File: src/rtl/dmem_arbiter.sv
// rtl/dmem_arbiter.sv - round-robin arbiter sharing the data memory between the CPU MEM stage and a DMA port
module dmem_arbiter #(
  parameter int ADDR_W  = 32,
  parameter int DATA_W  = 32,
  parameter int MEM_LAT = 1
) (
  input  logic              clk_i,
  input  logic              rst_i,
  input  logic              cpu_req_i,
  input  logic              cpu_we_i,
  input  logic [ADDR_W-1:0] cpu_addr_i,
  input  logic [DATA_W-1:0] cpu_wdata_i,
  output logic [DATA_W-1:0] cpu_rdata_o,
  output logic              cpu_stall_o,
  input  logic              dma_req_i,
  input  logic              dma_we_i,
  input  logic [ADDR_W-1:0] dma_addr_i,
  input  logic [DATA_W-1:0] dma_wdata_i,
  output logic [DATA_W-1:0] dma_rdata_o,
  output logic              dma_ack_o,
  output logic              err_o,
  output logic              mem_en_o,
  output logic              mem_we_o,
  output logic [ADDR_W-1:0] mem_addr_o,
  output logic [DATA_W-1:0] mem_wdata_o,
  input  logic [DATA_W-1:0] mem_rdata_i
);

  typedef enum logic [1:0] {
    S_IDLE = 2'd0,
    S_BUSY = 2'd1,
    S_RESP = 2'd2
  } state_t;

  // MEM_LAT is limited to 1..4, so a 2-bit down-counter covers the BUSY phase
  localparam logic [1:0] CNT_INIT = 2'(MEM_LAT - 1);
  localparam logic       OWN_CPU  = 1'b0;
  localparam logic       OWN_DMA  = 1'b1;

  state_t              r_state;
  state_t              w_next_state;
  logic                r_owner;
  logic                r_last_grant;
  logic                r_we;
  logic [ADDR_W-1:0]   r_addr;
  logic [DATA_W-1:0]   r_wdata;
  logic [1:0]          r_cnt;
  logic [DATA_W-1:0]   r_cpu_rdata;
  logic [DATA_W-1:0]   r_dma_rdata;

  logic                w_grant;
  logic                w_grant_dma;
  logic                w_misaligned;
  logic                w_access;
  logic                w_last_busy;
  logic [DATA_W-1:0]   w_rd_value;

  always_ff @(posedge clk_i) begin
    if (!rst_i) begin
      r_state <= S_IDLE;
    end else begin
      r_state <= w_next_state;
    end
  end

  always_comb begin
    w_next_state = r_state;
    w_grant      = 1'b0;
    w_grant_dma  = 1'b0;
    case (r_state)
      S_IDLE: begin
        if (cpu_req_i || dma_req_i) begin
          w_grant      = 1'b1;
          // On a tie the side that did not win last time gets the memory
          w_grant_dma  = dma_req_i && (!cpu_req_i || (r_last_grant == OWN_CPU));
          w_next_state = S_BUSY;
        end
      end
      S_BUSY: begin
        if (r_cnt == 2'd0) begin
          w_next_state = S_RESP;
        end
      end
      S_RESP:  w_next_state = S_IDLE;
      default: w_next_state = S_IDLE;
    endcase
  end

  assign w_misaligned = (r_addr[1:0] != 2'b00);
  assign w_access     = (r_state == S_BUSY) && !w_misaligned;
  assign w_last_busy  = (r_state == S_BUSY) && (r_cnt == 2'd0);
  assign w_rd_value   = w_misaligned ? '0 : mem_rdata_i;

  always_ff @(posedge clk_i) begin
    if (!rst_i) begin
      r_owner      <= OWN_CPU;
      r_last_grant <= OWN_DMA;
      r_we         <= 1'b0;
      r_addr       <= '0;
      r_wdata      <= '0;
      r_cnt        <= 2'd0;
      r_cpu_rdata  <= '0;
      r_dma_rdata  <= '0;
    end else begin
      if (w_grant) begin
        r_owner      <= w_grant_dma;
        r_last_grant <= w_grant_dma;
        r_we         <= w_grant_dma ? dma_we_i    : cpu_we_i;
        r_addr       <= w_grant_dma ? dma_addr_i  : cpu_addr_i;
        r_wdata      <= w_grant_dma ? dma_wdata_i : cpu_wdata_i;
        r_cnt        <= CNT_INIT;
      end else if ((r_state == S_BUSY) && (r_cnt != 2'd0)) begin
        r_cnt <= r_cnt - 2'd1;
      end
      // Writes leave the owner's read-data register untouched
      if (w_last_busy && !r_we) begin
        if (r_owner == OWN_DMA) begin
          r_dma_rdata <= w_rd_value;
        end else begin
          r_cpu_rdata <= w_rd_value;
        end
      end
    end
  end

  assign mem_en_o    = w_access;
  assign mem_we_o    = w_access && r_we;
  assign mem_addr_o  = w_access ? r_addr : '0;
  assign mem_wdata_o = (w_access && r_we) ? r_wdata : '0;

  assign cpu_rdata_o = r_cpu_rdata;
  assign dma_rdata_o = r_dma_rdata;
  assign cpu_stall_o = cpu_req_i && !((r_state == S_RESP) && (r_owner == OWN_CPU));
  assign dma_ack_o   = (r_state == S_RESP) && (r_owner == OWN_DMA);
  assign err_o       = (r_state == S_RESP) && w_misaligned;

endmodule

File: config.mk
export PLATFORM = sky130hd
export DESIGN_NAME = dmem_arbiter
export DESIGN_NICKNAME = d
export VERILOG_FILES = /design/src/rtl/dmem_arbiter.sv
export SDC_FILE = /design/constraint.sdc
export NUM_CORES = 1
export LEC_CHECK = 0
export CORE_ASPECT_RATIO = 0.5
export CORE_MARGIN = 4
export CORE_UTILIZATION = 40
export CTS_BUF_LIST = sky130_fd_sc_hd__clkbuf_4
export DETAILED_ROUTE_END_ITERATION = 10
export DONT_BUFFER_PORTS = 1
export GPL_TIMING_DRIVEN = 0
export PLACE_DENSITY_LB_ADDON = 0.12
export SLEW_MARGIN = 30
export SYNTH_ARGS = -nofsm -noshare
export SYNTH_HDL_FRONTEND = slang
export SYNTH_SLANG_ARGS = --single-unit
File: constraint.sdc
create_clock -name clk_i -period 1.7 [get_ports clk_i]
set_input_delay 0.255 -clock clk_i [delete_from_list [all_inputs] [get_ports clk_i]]
set_output_delay 0.255 -clock clk_i [all_outputs]
set_load 0.05 [all_outputs]
# == After elaboration in Yosys (flattened, before gate mapping) ==
# Index checks and enable logic that the tools add are counted.
# totals
output_inout_bits,133
ff_bits,135
# op_classes
muxes,13
add_sub_neg,1
n_eq_ne,4
bitwise_logic,3
n_reduce_logical,24
# op_table
operator,count
2-to-1 mux 32 bit,5
logical AND 1 bit,10
AND reduction 2 bit,3
2-to-1 mux 1 bit,5
logical NOT 1 bit,4
logical NOT 2 bit,2
2-to-1 mux 2 bit,2
!= test 2 bit (second input constant),2
case mux 2 bit (2 select lines),1
nonzero test 2 bit,2
NOT 1 bit,3
== test 2 x 1 -> 1 bit (second input constant),1
== test 2 bit (second input constant),1
logical OR 1 bit,2
OR reduction 2 bit,1
subtractor 2 x 1 -> 2 bit (second input constant),1

# == Depth between registers and ports, before layout ==
# Gate-level depths: netlist of the first run.
# logic_depth
word_depth,6
depth_mapped,7

# == Worst setup path after synthesis of the first run ==
# OpenSTA, ideal clock, no wires.
# synth_timing
kind,reg-to-output
from,register r_state[0]
to,output port mem_addr_o[23]
n_path_buf,1
stages_incl_launch_ff,4
arrival_ns,1.998
path_slack_ns,-0.553
path_cell_list,dfxtp_1 > nor4b_2 > clkbuf_1 > and2_1
# synth_via
elab_chain_len,3
# synth_rtl
element,line_no,rtl
"start, declared",40,state_t r_state;
"start signal, assigned",62,r_state <= w_next_state;
== test 2 x 1 -> 1 bit,90,assign w_access = (r_state == S_BUSY) && !w_misaligned;
logical AND 1 bit,90,
net mem_en_o,22,"output logic mem_en_o,"
2-to-1 mux 32 bit,128,assign mem_addr_o = w_access ? r_addr : '0;
"end, declared",24,"output logic [ADDR_W-1:0] mem_addr_o,"
# The timed path passes the listed nets, and every way through them passes these cells.

# == Worst setup path in the final report of the first run ==
# layout_timing
from,register r_addr[0]
to,output port mem_wdata_o[23]
# layout_via
elab_chain_len,5
# layout_rtl
element,line_no,rtl
"start, declared",45,logic [ADDR_W-1:0] r_addr;
"start signal, assigned",109,r_addr <= w_grant_dma ? dma_addr_i : cpu_addr_i;
nonzero test 2 bit,89,assign w_misaligned = (r_addr[1:0] != 2'b00);
logical NOT 1 bit,90,
logical AND 1 bit,90,
logical AND 1 bit,129,assign mem_wdata_o = (w_access && r_we) ? r_wdata : '0;
2-to-1 mux 32 bit,129,
"end, declared",25,"output logic [DATA_W-1:0] mem_wdata_o,"
# Every way passes these cells.

==> results.sh, run 1 <==
export IMPL_maxSlewHeadroom_pct=49.8
export IMPL_die_h_um=100
export IMPL_final_cell_mix="sky130_fd_sc_hd__nand2_1 (227), sky130_fd_sc_hd__dfxtp_1 (130), sky130_fd_sc_hd__a221o_1 (65)"
export IMPL_cts_root_buf="sky130_fd_sc_hd__clkbuf_4"
export IMPL_critical_path_n_buffers_inverters=2
export IMPL_r2r_setup_slack_ns=-0.34
export IMPL_power_leakage_nw=3.74
export IMPL_ys_warnings_count=0
export IMPL_numCtsBuffers=17
export IMPL_violations_in_the_final_reports="negative setup slack"
export IMPL_post_route_drc_count=0
export IMPL_largest_fanout_on_the_critical_path=6
export IMPL_htree_levels=4
export IMPL_timing_fmax_ghz=0.462
export IMPL_routed_wl_um=26200
export IMPL_firstDrtPassIters=6
export IMPL_boundaryPins=299
export IMPL_gpl_final_weighted_congestion=0.818
export IMPL_timing_critical_path_cells="nor4b_4 -> buf_6 -> clkbuf_16 -> and3_4"
export IMPL_worst_slew_pin_transition_ns=0.753
export IMPL_cts_tree="done"
export IMPL_grt_remaining_overflow=0
export IMPL_ant_nets=0
export IMPL_finalMaxSlewViolations=0
export IMPL_worstSkewPairLatency_ns=0.55
export IMPL_routed_via_density=5.87
export IMPL_min_path_type="primary input to flop"
export IMPL_die_width_um=192
export IMPL_ir_drop_worst_vdd_uv=595
export IMPL_route_vias_total=6945
export IMPL_clock_sinks=135
export IMPL_core_rowCount=33
export IMPL_worst_path_dominant_cell_family="simple AND/OR/NAND/NOR gates"
export IMPL_post_route_cells_drive_above_1_share_pct=27.0
export IMPL_finalClockSkew_ns=0.0260
export IMPL_worst_setup_path_start_kind="flop"
export IMPL_clk_pin_slew_worst_paths_ns=0.14
export IMPL_n_antenna_cell=0
export IMPL_netlist_instances=819
export IMPL_hold_violations_final=0
export IMPL_critical_path_max_stage_delay_ns=0.39
export IMPL_run_status="finished with violations"
export IMPL_die_area_um2=19200
export IMPL_grt_pass1_vias=6839
export IMPL_floorplan_core_area_um2=16500
export IMPL_power_density_nw_per_um2=862
export IMPL_maximum_number_of_pins_on_one_net_before_global_route_repair=17
export IMPL_total_grt_usage_pct=25.1
export IMPL_post_place_cells=1047
export IMPL_fin_ws_ns=-0.466
export IMPL_required_ns=1.44
export IMPL_initialDrtViolationCount=360
export IMPL_synth_sequential_area_ratio_pct=39.8
export IMPL_critPathCaptureType="primary output"
export IMPL_max_cap_violations=0
export IMPL_setup_violations=199
export IMPL_cp_max_stage_cell="sky130_fd_sc_hd__dfxtp_4"
export IMPL_yosysUniqueCellTypes=29
export IMPL_synthesis_area_um2=6790
export IMPL_synthesis_to_layout_area_growth_pct=40.8
export IMPL_grt_setup_unrepaired="yes"
export IMPL_layout_cells_most_common="sky130_fd_sc_hd__nand2_1"
export IMPL_final_min_period_over_clock_period_pct=127
export IMPL_syn_mean_instance_area_um2=8.29
export IMPL_instances_no_fill=1183
export IMPL_start_util_pct=41.1
export IMPL_design_final_nets=1111
export IMPL_tns_ns=-49.60
export IMPL_critical_path_arrival_ns=1.91
export IMPL_detailed_place_hpwl_um=17300
export IMPL_max_clock_path_buffers=2
export IMPL_setup_cp_type="flop to primary output"
export IMPL_antenna_violations_before_repair=0
export IMPL_synthesized_flop_and_latch_total=135
export IMPL_wl_per_cell_um=22.1
export IMPL_fin_worst_hold_slack_ns=0.0275
export IMPL_period_minus_slack_ns=2.17
export IMPL_grt_pass1_wl_um=38100
export IMPL_io_buffer_count=0
final cells by class:
class	instances	area, um^2
multi-input combinational	580	4320
clock inverter	13	121
sequential	135	2720
inverter	4	15.0
clock buffer	18	135
fill	1518	6960
buffer	97	757
tap	227	284
timing repair buffer	109	1210
what timing repair did:
action,CTS,global route
cloned,9,5
endpoints found under the setup margin,196,190
setup buffers,17,23
resized for setup,200,183
pin swaps,101,23
endpoints found under the hold margin,86,10
hold buffers,54,10
cells in the mapped netlist:
cell type | number | area (um^2)
sky130_fd_sc_hd__xnor2_1 | 1 | 8.76
sky130_fd_sc_hd__buf_1 | 8 | 30.0
sky130_fd_sc_hd__buf_4 | 2 | 15.0
sky130_fd_sc_hd__inv_1 | 4 | 15.0
sky130_fd_sc_hd__and2_1 | 31 | 194
sky130_fd_sc_hd__nand2b_1 | 1 | 6.26
sky130_fd_sc_hd__buf_6 | 7 | 78.8
sky130_fd_sc_hd__a2111oi_0 | 66 | 578
sky130_fd_sc_hd__or2_1 | 1 | 6.26
sky130_fd_sc_hd__mux2i_1 | 64 | 641
sky130_fd_sc_hd__or3_1 | 1 | 6.26
sky130_fd_sc_hd__clkbuf_1 | 74 | 278
sky130_fd_sc_hd__nor4b_2 | 1 | 15.0
sky130_fd_sc_hd__nand2_1 | 227 | 852
sky130_fd_sc_hd__a221o_1 | 65 | 651
sky130_fd_sc_hd__a22o_1 | 1 | 8.76
sky130_fd_sc_hd__nor2_1 | 9 | 33.8
sky130_fd_sc_hd__buf_2 | 10 | 50.1
sky130_fd_sc_hd__nand3b_1 | 1 | 7.51
sky130_fd_sc_hd__a21oi_1 | 1 | 5.00
sky130_fd_sc_hd__nor3b_1 | 2 | 15.0
sky130_fd_sc_hd__ha_1 | 1 | 12.5
sky130_fd_sc_hd__dfxtp_1 | 135 | 2700
sky130_fd_sc_hd__o21ai_0 | 2 | 10.0
sky130_fd_sc_hd__a211oi_1 | 1 | 7.51
sky130_fd_sc_hd__conb_1 | 1 | 3.75
sky130_fd_sc_hd__nor3_1 | 67 | 335
sky130_fd_sc_hd__and3_1 | 33 | 206
sky130_fd_sc_hd__o21a_1 | 2 | 15.0
worst reg2reg max path: cells and delay by family (launching register included):
kind / cells / cell delay (ns)
buf+inv: 6 / 0.77
compound gates: 2 / 0.58
flops: 1 / 0.37
simple gates: 1 / 0.23
through the flow:
step | worst slack, ns | power (mW) | area [um^2] | utilization (%)
floorplan | 0.00286 | 4.92 | 6850 | -
CTS | -0.492 | 7.97 | 8840 | 53.6
global route | -0.562 | 8.62 | 9560 | 57.9
detailed placement | -0.770 | 5.33 | 7140 | 43.2
finish | -0.466 | 8.24 | 9560 | 57.9
global placement | -0.736 | 5.31 | 7140 | 43.2
path summary, 6_finish.rpt:
kind / from / end / depth (start not counted)
max: r_addr[0]$_SDFFE_PN0P_ / mem_wdata_o[23] / 4
min: dma_addr_i[31] / r_addr[31]$_SDFFE_PN0P_ / 3
max reg2reg: r_state[0]$_SDFFE_PN0P_ / r_addr[29]$_SDFFE_PN0P_ / 9
min reg2reg: r_addr[21]$_SDFFE_PN0P_ / r_addr[21]$_SDFFE_PN0P_ / 1
cells by family after synthesis:
group	after synthesis	share of synthesized area (%)
xor gates and xnor gates	1	0.129
other	1	0.0552
and+or+nand+nor	374	24.7
AOI/OAI and AO/OA	138	18.8
adders and majority gates	1	0.184
DFF	135	39.8
muxes	64	9.44
buffers and inverters	105	6.88
metal layers:
metal / up-vias / global-route usage (%) / share of wire (%)
met5: - / 0 / 0
met4: 0 / 6.68 / 1.7
met3: 35 / 9.10 / 8.8
met2: 298 / 40.9 / 48
met1: 3391 / 31.9 / 42
li1: 3221 / - / -
registers in the layout, summed over array words and instances, names as in the netlist:
name	cells
cpu_rdata_o	32
dma_rdata_o	32
r_addr	32
r_wdata	32
r_cnt	2
r_state	2
r_last_grant	1
r_owner	1
r_we	1
report_power, final:
| part | internal (mW) | leakage (nW) | switching, mW | total (mW) |
|---|---|---|---|---|
| logic | 1.04 | 2.50 | 1.30 | 2.33 |
| clock network | 0.749 | 0.130 | 1.33 | 2.08 |
| registers | 3.41 | 1.11 | 0.419 | 3.83 |
No activity file was read; power rests on OpenSTA's default activity.
==> inputs of run 2 (changes only) <==
--- a/config.mk
+++ b/config.mk
@@ -5,7 +5,7 @@
 export SDC_FILE = /design/constraint.sdc
 export NUM_CORES = 1
 export LEC_CHECK = 0
-export CORE_ASPECT_RATIO = 0.5
+export CORE_ASPECT_RATIO = 1.25
 export CORE_MARGIN = 4
 export CORE_UTILIZATION = 40
 export CTS_BUF_LIST = sky130_fd_sc_hd__clkbuf_4
==> results.sh, run 2 (synthesis results as in run 1) <==
export IMPL_final_design_area_no_fill_um2=9050
export IMPL_design_final_nets=1085
export IMPL_critical_path_arrival_ns=1.90
export IMPL_layout_cells_most_common="sky130_fd_sc_hd__nand2_1"
export IMPL_gpl_final_weighted_congestion=0.886
export IMPL_routed_via_density=5.89
export IMPL_floorplan_core_area_um2=16700
export IMPL_ir_drop_worst_vdd_uv=453
export IMPL_max_cap_violations=0
export IMPL_setup_cp_type="flop to primary output"
export IMPL_total_grt_usage_pct=25.1
export IMPL_post_route_util_pct=54.2
export IMPL_violations_in_the_final_reports="negative setup slack"
export IMPL_finalMaxSlewViolations=0
export IMPL_grt_pass1_vias=7097
export IMPL_worst_path_dominant_cell_family="simple AND/OR/NAND/NOR gates"
export IMPL_period_minus_slack_ns=2.15
export IMPL_largest_fanout_on_the_critical_path=10
export IMPL_maxSlewHeadroom_pct=46.6
export IMPL_wl_per_cell_um=22.5
export IMPL_cp_max_stage_cell="sky130_fd_sc_hd__dfxtp_4"
export IMPL_critPathCaptureType="primary output"
export IMPL_worstSkewPairLatency_ns=0.55
export IMPL_routed_wl_um=26000
export IMPL_initialDrtViolationCount=385
export IMPL_core_rowCount=53
export IMPL_critical_path_max_stage_delay_ns=0.39
export IMPL_critical_path_n_buffers_inverters=2
export IMPL_antenna_violations_before_repair=1
export IMPL_io_buffer_count=0
export IMPL_boundaryPins=299
export IMPL_grt_setup_unrepaired="yes"
export IMPL_numCtsBuffers=17
export IMPL_htree_levels=4
export IMPL_grt_pass1_wl_um=39100
export IMPL_hold_violations_final=0
export IMPL_grt_remaining_overflow=0
export IMPL_cts_root_buf="sky130_fd_sc_hd__clkbuf_4"
export IMPL_power_density_nw_per_um2=899
export IMPL_finalClockSkew_ns=0.0224
export IMPL_power_leakage_nw=3.55
export IMPL_p_sw_mw=3.04
export IMPL_fin_ws_ns=-0.451
export IMPL_clock_sinks=135
export IMPL_comb_power_share_pct=25.9
export IMPL_final_min_period_over_clock_period_pct=127
export IMPL_route_vias_total=6791
export IMPL_p_clk_share_pct=27.1
export IMPL_timing_fmax_ghz=0.465
export IMPL_maximum_number_of_pins_on_one_net_before_global_route_repair=17
export IMPL_run_status="finished with violations"
export IMPL_switching_share_pct=37.4
export IMPL_clk_pin_slew_worst_paths_ns=0.14
export IMPL_design_power_total_mw=8.14
export IMPL_internal_power_mw=5.10
export IMPL_power_share_sequential_pct=47.0
export IMPL_synthesis_to_layout_area_growth_pct=33.4
export IMPL_start_util_pct=40.6
export IMPL_post_route_cells_drive_above_1_share_pct=23.1
export IMPL_post_route_drc_count=0
export IMPL_worst_setup_path_start_kind="flop"
export IMPL_detailed_place_area_um2=7130
export IMPL_worst_slew_pin_transition_ns=0.801
export IMPL_required_ns=1.44
export IMPL_die_h_um=154
export IMPL_min_path_type="primary input to flop"
export IMPL_ant_nets=0
export IMPL_setup_violations=197
export IMPL_timing_critical_path_cells="nor4b_4 -> buf_6 -> clkbuf_16 -> and3_4"
export IMPL_die_width_um=125
export IMPL_max_clock_path_buffers=2
export IMPL_final_cell_mix="sky130_fd_sc_hd__nand2_1 (227), sky130_fd_sc_hd__dfxtp_1 (130), sky130_fd_sc_hd__a221o_1 (65)"
export IMPL_die_area_um2=19100
export IMPL_detailed_place_hpwl_um=18500
export IMPL_firstDrtPassIters=5
export IMPL_cts_tree="done"
export IMPL_pre_cts_ws_ns=-0.681
-- run 2: cell types whose count changed in the layout (fill, tap and decap cells not counted), moves of 3 or more --
cell / delta
sky130_fd_sc_hd__dlygate4sd3_1: -21
sky130_fd_sc_hd__nor3_1: +19
sky130_fd_sc_hd__nor3_2: -17
sky130_fd_sc_hd__a2111oi_2: -12
sky130_fd_sc_hd__a2111oi_0: +10
sky130_fd_sc_hd__buf_8: -8
sky130_fd_sc_hd__clkbuf_1: +7
sky130_fd_sc_hd__buf_4: -6
sky130_fd_sc_hd__buf_6: +5
sky130_fd_sc_hd__clkbuf_4: -5
sky130_fd_sc_hd__buf_12: -4
sky130_fd_sc_hd__inv_8: +4
sky130_fd_sc_hd__buf_16: +3
-- run 2: path summary, 6_finish.rpt --
| kind | start | cells past startpoint | slack (ns) | endpoint |
|---|---|---|---|---|
| max | r_addr[0]$_SDFFE_PN0P_ | 4 | -0.45 | mem_wdata_o[10] |
| min | dma_wdata_i[25] | 3 | 0.03 | r_wdata[25]$_SDFFE_PN0P_ |
| max reg2reg | r_state[1]$_SDFFE_PN0P_ | 10 | -0.45 | r_addr[12]$_SDFFE_PN0P_ |
| min reg2reg | r_wdata[0]$_SDFFE_PN0P_ | 1 | 0.51 | r_wdata[0]$_SDFFE_PN0P_ |
-- run 2: tightest hold or removal path: stages --
cell	delay [ns]
sky130_fd_sc_hd__nand2_1	0.05
sky130_fd_sc_hd__nor3_2	0.11
sky130_fd_sc_hd__a221o_1	0.14
-- run 2: per-stage QoR --
stage | hold slack (ns) | setup TNS [ns] | std cells
after floorplan | 0.417 | 0 | 820
after global placement | 0.422 | -89.71 | 1040
after detailed placement | 0.437 | -91.98 | 1040
after CTS | 0.000713 | -55.08 | 1131
after global routing | 0.00801 | -72.56 | 1152
final | 0.0327 | -58.93 | 1152
-- run 2: power by group through the flow --
stage | registers, mW | logic, mW | clock network, mW
after floorplan | 3.81 | 1.11 | 0
after global placement | 3.86 | 1.42 | 0
after detailed placement | 3.87 | 1.46 | 0
after CTS | 3.83 | 1.85 | 2.25
after global routing | 3.85 | 2.26 | 2.37
final | 3.83 | 2.11 | 2.20
-- run 2: final cells by class --
cell class | instances | area (um^2)
diodes | 1 | 2.50
clock inverters | 15 | 164
plain buffers | 96 | 653
well taps | 220 | 275
clock buffers | 17 | 128
repair buffers | 84 | 975
multi-input cells | 580 | 4130
flip-flops and latches | 135 | 2720
fillers | 1560 | 7660
inverters | 4 | 15.0
-- run 2: per-layer routing --
metal,up-vias,global-route usage [%],routed length (um)
li1,3171,-,-
met3,55,9.31,2070
met2,293,44.9,13200
met5,-,0,0
met1,3272,27.0,9760
met4,0,9.35,886
-- run 2: what timing repair did --
action / in CTS / in global routing
endpoints found under the setup margin: 195 / 187
gates cloned: 5 / 7
endpoints found under the hold margin: 74 / 1
gates resized for setup: 178 / 115
buffers inserted: 14 / 17
pin swaps: 61 / 63
hold buffers: 42 / 1
==> inputs of run 3 (changes only) <==
--- a/config.mk
+++ b/config.mk
@@ -9,10 +9,12 @@
 export CORE_MARGIN = 4
 export CORE_UTILIZATION = 40
 export CTS_BUF_LIST = sky130_fd_sc_hd__clkbuf_4
+export CTS_CLUSTER_DIAMETER = 150
 export DETAILED_ROUTE_END_ITERATION = 10
 export DONT_BUFFER_PORTS = 1
 export GPL_TIMING_DRIVEN = 0
 export PLACE_DENSITY_LB_ADDON = 0.12
+export SKIP_CTS_REPAIR_TIMING = 1
 export SLEW_MARGIN = 30
 export SYNTH_ARGS = -nofsm -noshare
 export SYNTH_HDL_FRONTEND = slang
==> results.sh, run 3 (synthesis results as in run 1) <==
export IMPL_cp_num_cells=5
export IMPL_antenna_violations_before_repair=1
export IMPL_critPathCaptureType="primary output"
export IMPL_cts_root_buf="sky130_fd_sc_hd__clkbuf_4"
export IMPL_worstSkewPairLatency_ns=0.55
export IMPL_total_grt_usage_pct=23.8
export IMPL_grt_setup_unrepaired="yes"
export IMPL_power_density_nw_per_um2=923
export IMPL_cp_max_stage_cell="sky130_fd_sc_hd__dfxtp_4"
export IMPL_final_min_period_over_clock_period_pct=129
export IMPL_setup_cp_type="flop to primary output"
export IMPL_max_clock_path_buffers=2
export IMPL_tns_ns=-44.31
export IMPL_gpl_final_weighted_congestion=0.886
export IMPL_worst_setup_path_start_kind="flop"
export IMPL_min_path_type="primary input to flop"
export IMPL_firstDrtPassIters=5
export IMPL_largest_fanout_on_the_critical_path=10
export IMPL_violations_in_the_final_reports="negative setup slack"
export IMPL_numCtsBuffers=17
export IMPL_post_route_cells_drive_above_1_share_pct=21.1
export IMPL_worst_slew_pin_transition_ns=0.563
export IMPL_run_status="finished with violations"
export IMPL_boundaryPins=299
export IMPL_critical_path_max_stage_delay_ns=0.40
export IMPL_die_h_um=154
export IMPL_clock_sinks=135
export IMPL_max_cap_violations=0
export IMPL_timing_fmax_ghz=0.456
export IMPL_fin_worst_hold_slack_ns=0.0340
export IMPL_synthesis_to_layout_area_growth_pct=27.1
export IMPL_maximum_number_of_pins_on_one_net_before_global_route_repair=17
export IMPL_critical_path_arrival_ns=1.94
export IMPL_r2r_setup_slack_ns=-0.28
export IMPL_core_rowCount=53
export IMPL_grt_pass1_vias=6722
export IMPL_pre_cts_ws_ns=-0.681
export IMPL_start_util_pct=40.6
export IMPL_grt_remaining_overflow=0
export IMPL_timing_critical_path_to="mem_wdata_o[2]"
export IMPL_ff2ff_path_depth=8
export IMPL_hold_violations_final=0
export IMPL_layout_cells_most_common="sky130_fd_sc_hd__nand2_1"
export IMPL_grt_pass1_wl_um=37000
export IMPL_critical_path_n_buffers_inverters=3
export IMPL_timing_critical_path_cells="nor4b_4 -> buf_6 -> buf_12 -> buf_8 -> and3_4"
export IMPL_routedLengthMet1_um=9720
export IMPL_routed_wl_met3_um=1970
export IMPL_worst_path_dominant_cell_family="simple AND/OR/NAND/NOR gates"
export IMPL_ff_latch_area_um2=2720
export IMPL_startpoint_of_the_lowest_slack_register_to_register_path="r_state[0]$_SDFFE_PN0P_"
export IMPL_fin_ws_ns=-0.495
export IMPL_period_minus_slack_ns=2.20
export IMPL_detailed_place_hpwl_um=18500
export IMPL_met2_length_um=12900
export IMPL_floorplan_core_area_um2=16700
export IMPL_htree_levels=4
export IMPL_design_final_nets=1065
export IMPL_finalClockSkew_ns=0.0211
export IMPL_routed_wl_um=25300
export IMPL_final_cell_mix="sky130_fd_sc_hd__nand2_1 (227), sky130_fd_sc_hd__dfxtp_1 (129), sky130_fd_sc_hd__a221o_1 (65)"
export IMPL_route_vias_total=6663
export IMPL_route_top_layer_used="met4"
export IMPL_routed_via_density=5.89
export IMPL_io_buffer_count=0
export IMPL_wl_per_cell_um=22.3
export IMPL_initialDrtViolationCount=334
export IMPL_multiInputGateArea_um2=4020
export IMPL_finalMaxSlewViolations=0
export IMPL_maxSlewHeadroom_pct=62.4
export IMPL_cts_tree="done"
export IMPL_die_area_um2=19100
export IMPL_ir_drop_worst_vdd_uv=454
export IMPL_r2r_end="r_addr[12]$_SDFFE_PN0P_"
export IMPL_post_route_drc_count=0
export IMPL_ant_nets=0
export IMPL_clk_pin_slew_worst_paths_ns=0.15
export IMPL_die_width_um=125
export IMPL_required_ns=1.44
export IMPL_setup_violations=134
export IMPL_power_leakage_nw=3.38
export IMPL_critPathLaunch="r_state[1]$_SDFFE_PN0P_"
export IMPL_filler_cell_count=1598
==> run 3: cell count changes in the layout (fill, tap and decap cells not counted), moves of 4 or more <==
cell,previous run,this run
sky130_fd_sc_hd__a2111oi_2,15,10
sky130_fd_sc_hd__buf_6,21,8
sky130_fd_sc_hd__dlygate4sd3_1,43,34
sky130_fd_sc_hd__a2111oi_0,27,42
sky130_fd_sc_hd__a2111oi_1,21,14
sky130_fd_sc_hd__buf_4,13,17
==> run 3: how the worst min path moves through the flow <==
stage	startpoint	end	slack, ns	cells past startpoint
after floorplan	mem_rdata_i[0]	dma_rdata_o[0]$_SDFFE_PN0P_	0.42	2
after CTS	mem_rdata_i[22]	cpu_rdata_o[22]$_SDFFE_PN0P_	-0.20	2
after detailed placement	mem_rdata_i[28]	dma_rdata_o[28]$_SDFFE_PN0P_	0.44	2
final	dma_addr_i[22]	r_addr[22]$_SDFFE_PN0P_	0.03	3
after global placement	mem_rdata_i[28]	dma_rdata_o[28]$_SDFFE_PN0P_	0.42	2
after global routing	dma_addr_i[22]	r_addr[22]$_SDFFE_PN0P_	0.003	3
==> run 3: cell type report <==
class / count / share of cell area [%]
Multi-Input combinational cell: 580 / 46.6
Sequential cell: 135 / 31.5
Timing Repair Buffer: 61 / 8.45
Buffer: 99 / 6.74
Tap cell: 220 / 3.19
Clock inverter: 15 / 1.90
Clock buffer: 17 / 1.48
Inverter: 4 / 0.174
Antenna cell: 1 / 0.0290
==> run 3: per-stage QoR <==
step	power, mW	instance area [um^2]	instances	util (%)
6_report	7.96	8630	1132	51.6
5_1_grt	8.29	8630	1132	51.6
3_5_place_dp	5.33	7130	1040	42.7
4_1_cts	7.52	7420	1072	44.4
2_1_floorplan	4.92	6850	820	-
3_3_place_gp	5.29	7130	1040	42.7
==> run 3: metal layers <==
layer	up-vias	GRT usage [%]
li1	3140	-
met1	3207	25.9
met2	270	41.9
met3	46	9.14
met4	0	9.03
met5	-	0
==> run 3: power breakdown <==
part / total, mW / switching [mW] / internal [mW]
sequential: 3.83 / 0.419 / 3.41
combinational: 1.93 / 1.14 / 0.791
clock: 2.20 / 1.41 / 0.792
total: 7.96 / 2.97 / 4.99
==> run 3: worst register-to-register path, stage by stage, from the launching register on <==
cell and delay (ns):
sky130_fd_sc_hd__dfxtp_4 0.37, sky130_fd_sc_hd__buf_6 0.12, sky130_fd_sc_hd__or2_1 0.24, sky130_fd_sc_hd__buf_6 0.14
sky130_fd_sc_hd__buf_12 0.13, sky130_fd_sc_hd__o21a_4 0.24, sky130_fd_sc_hd__clkbuf_16 0.18, sky130_fd_sc_hd__clkbuf_16 0.15
sky130_fd_sc_hd__a221o_1 0.32
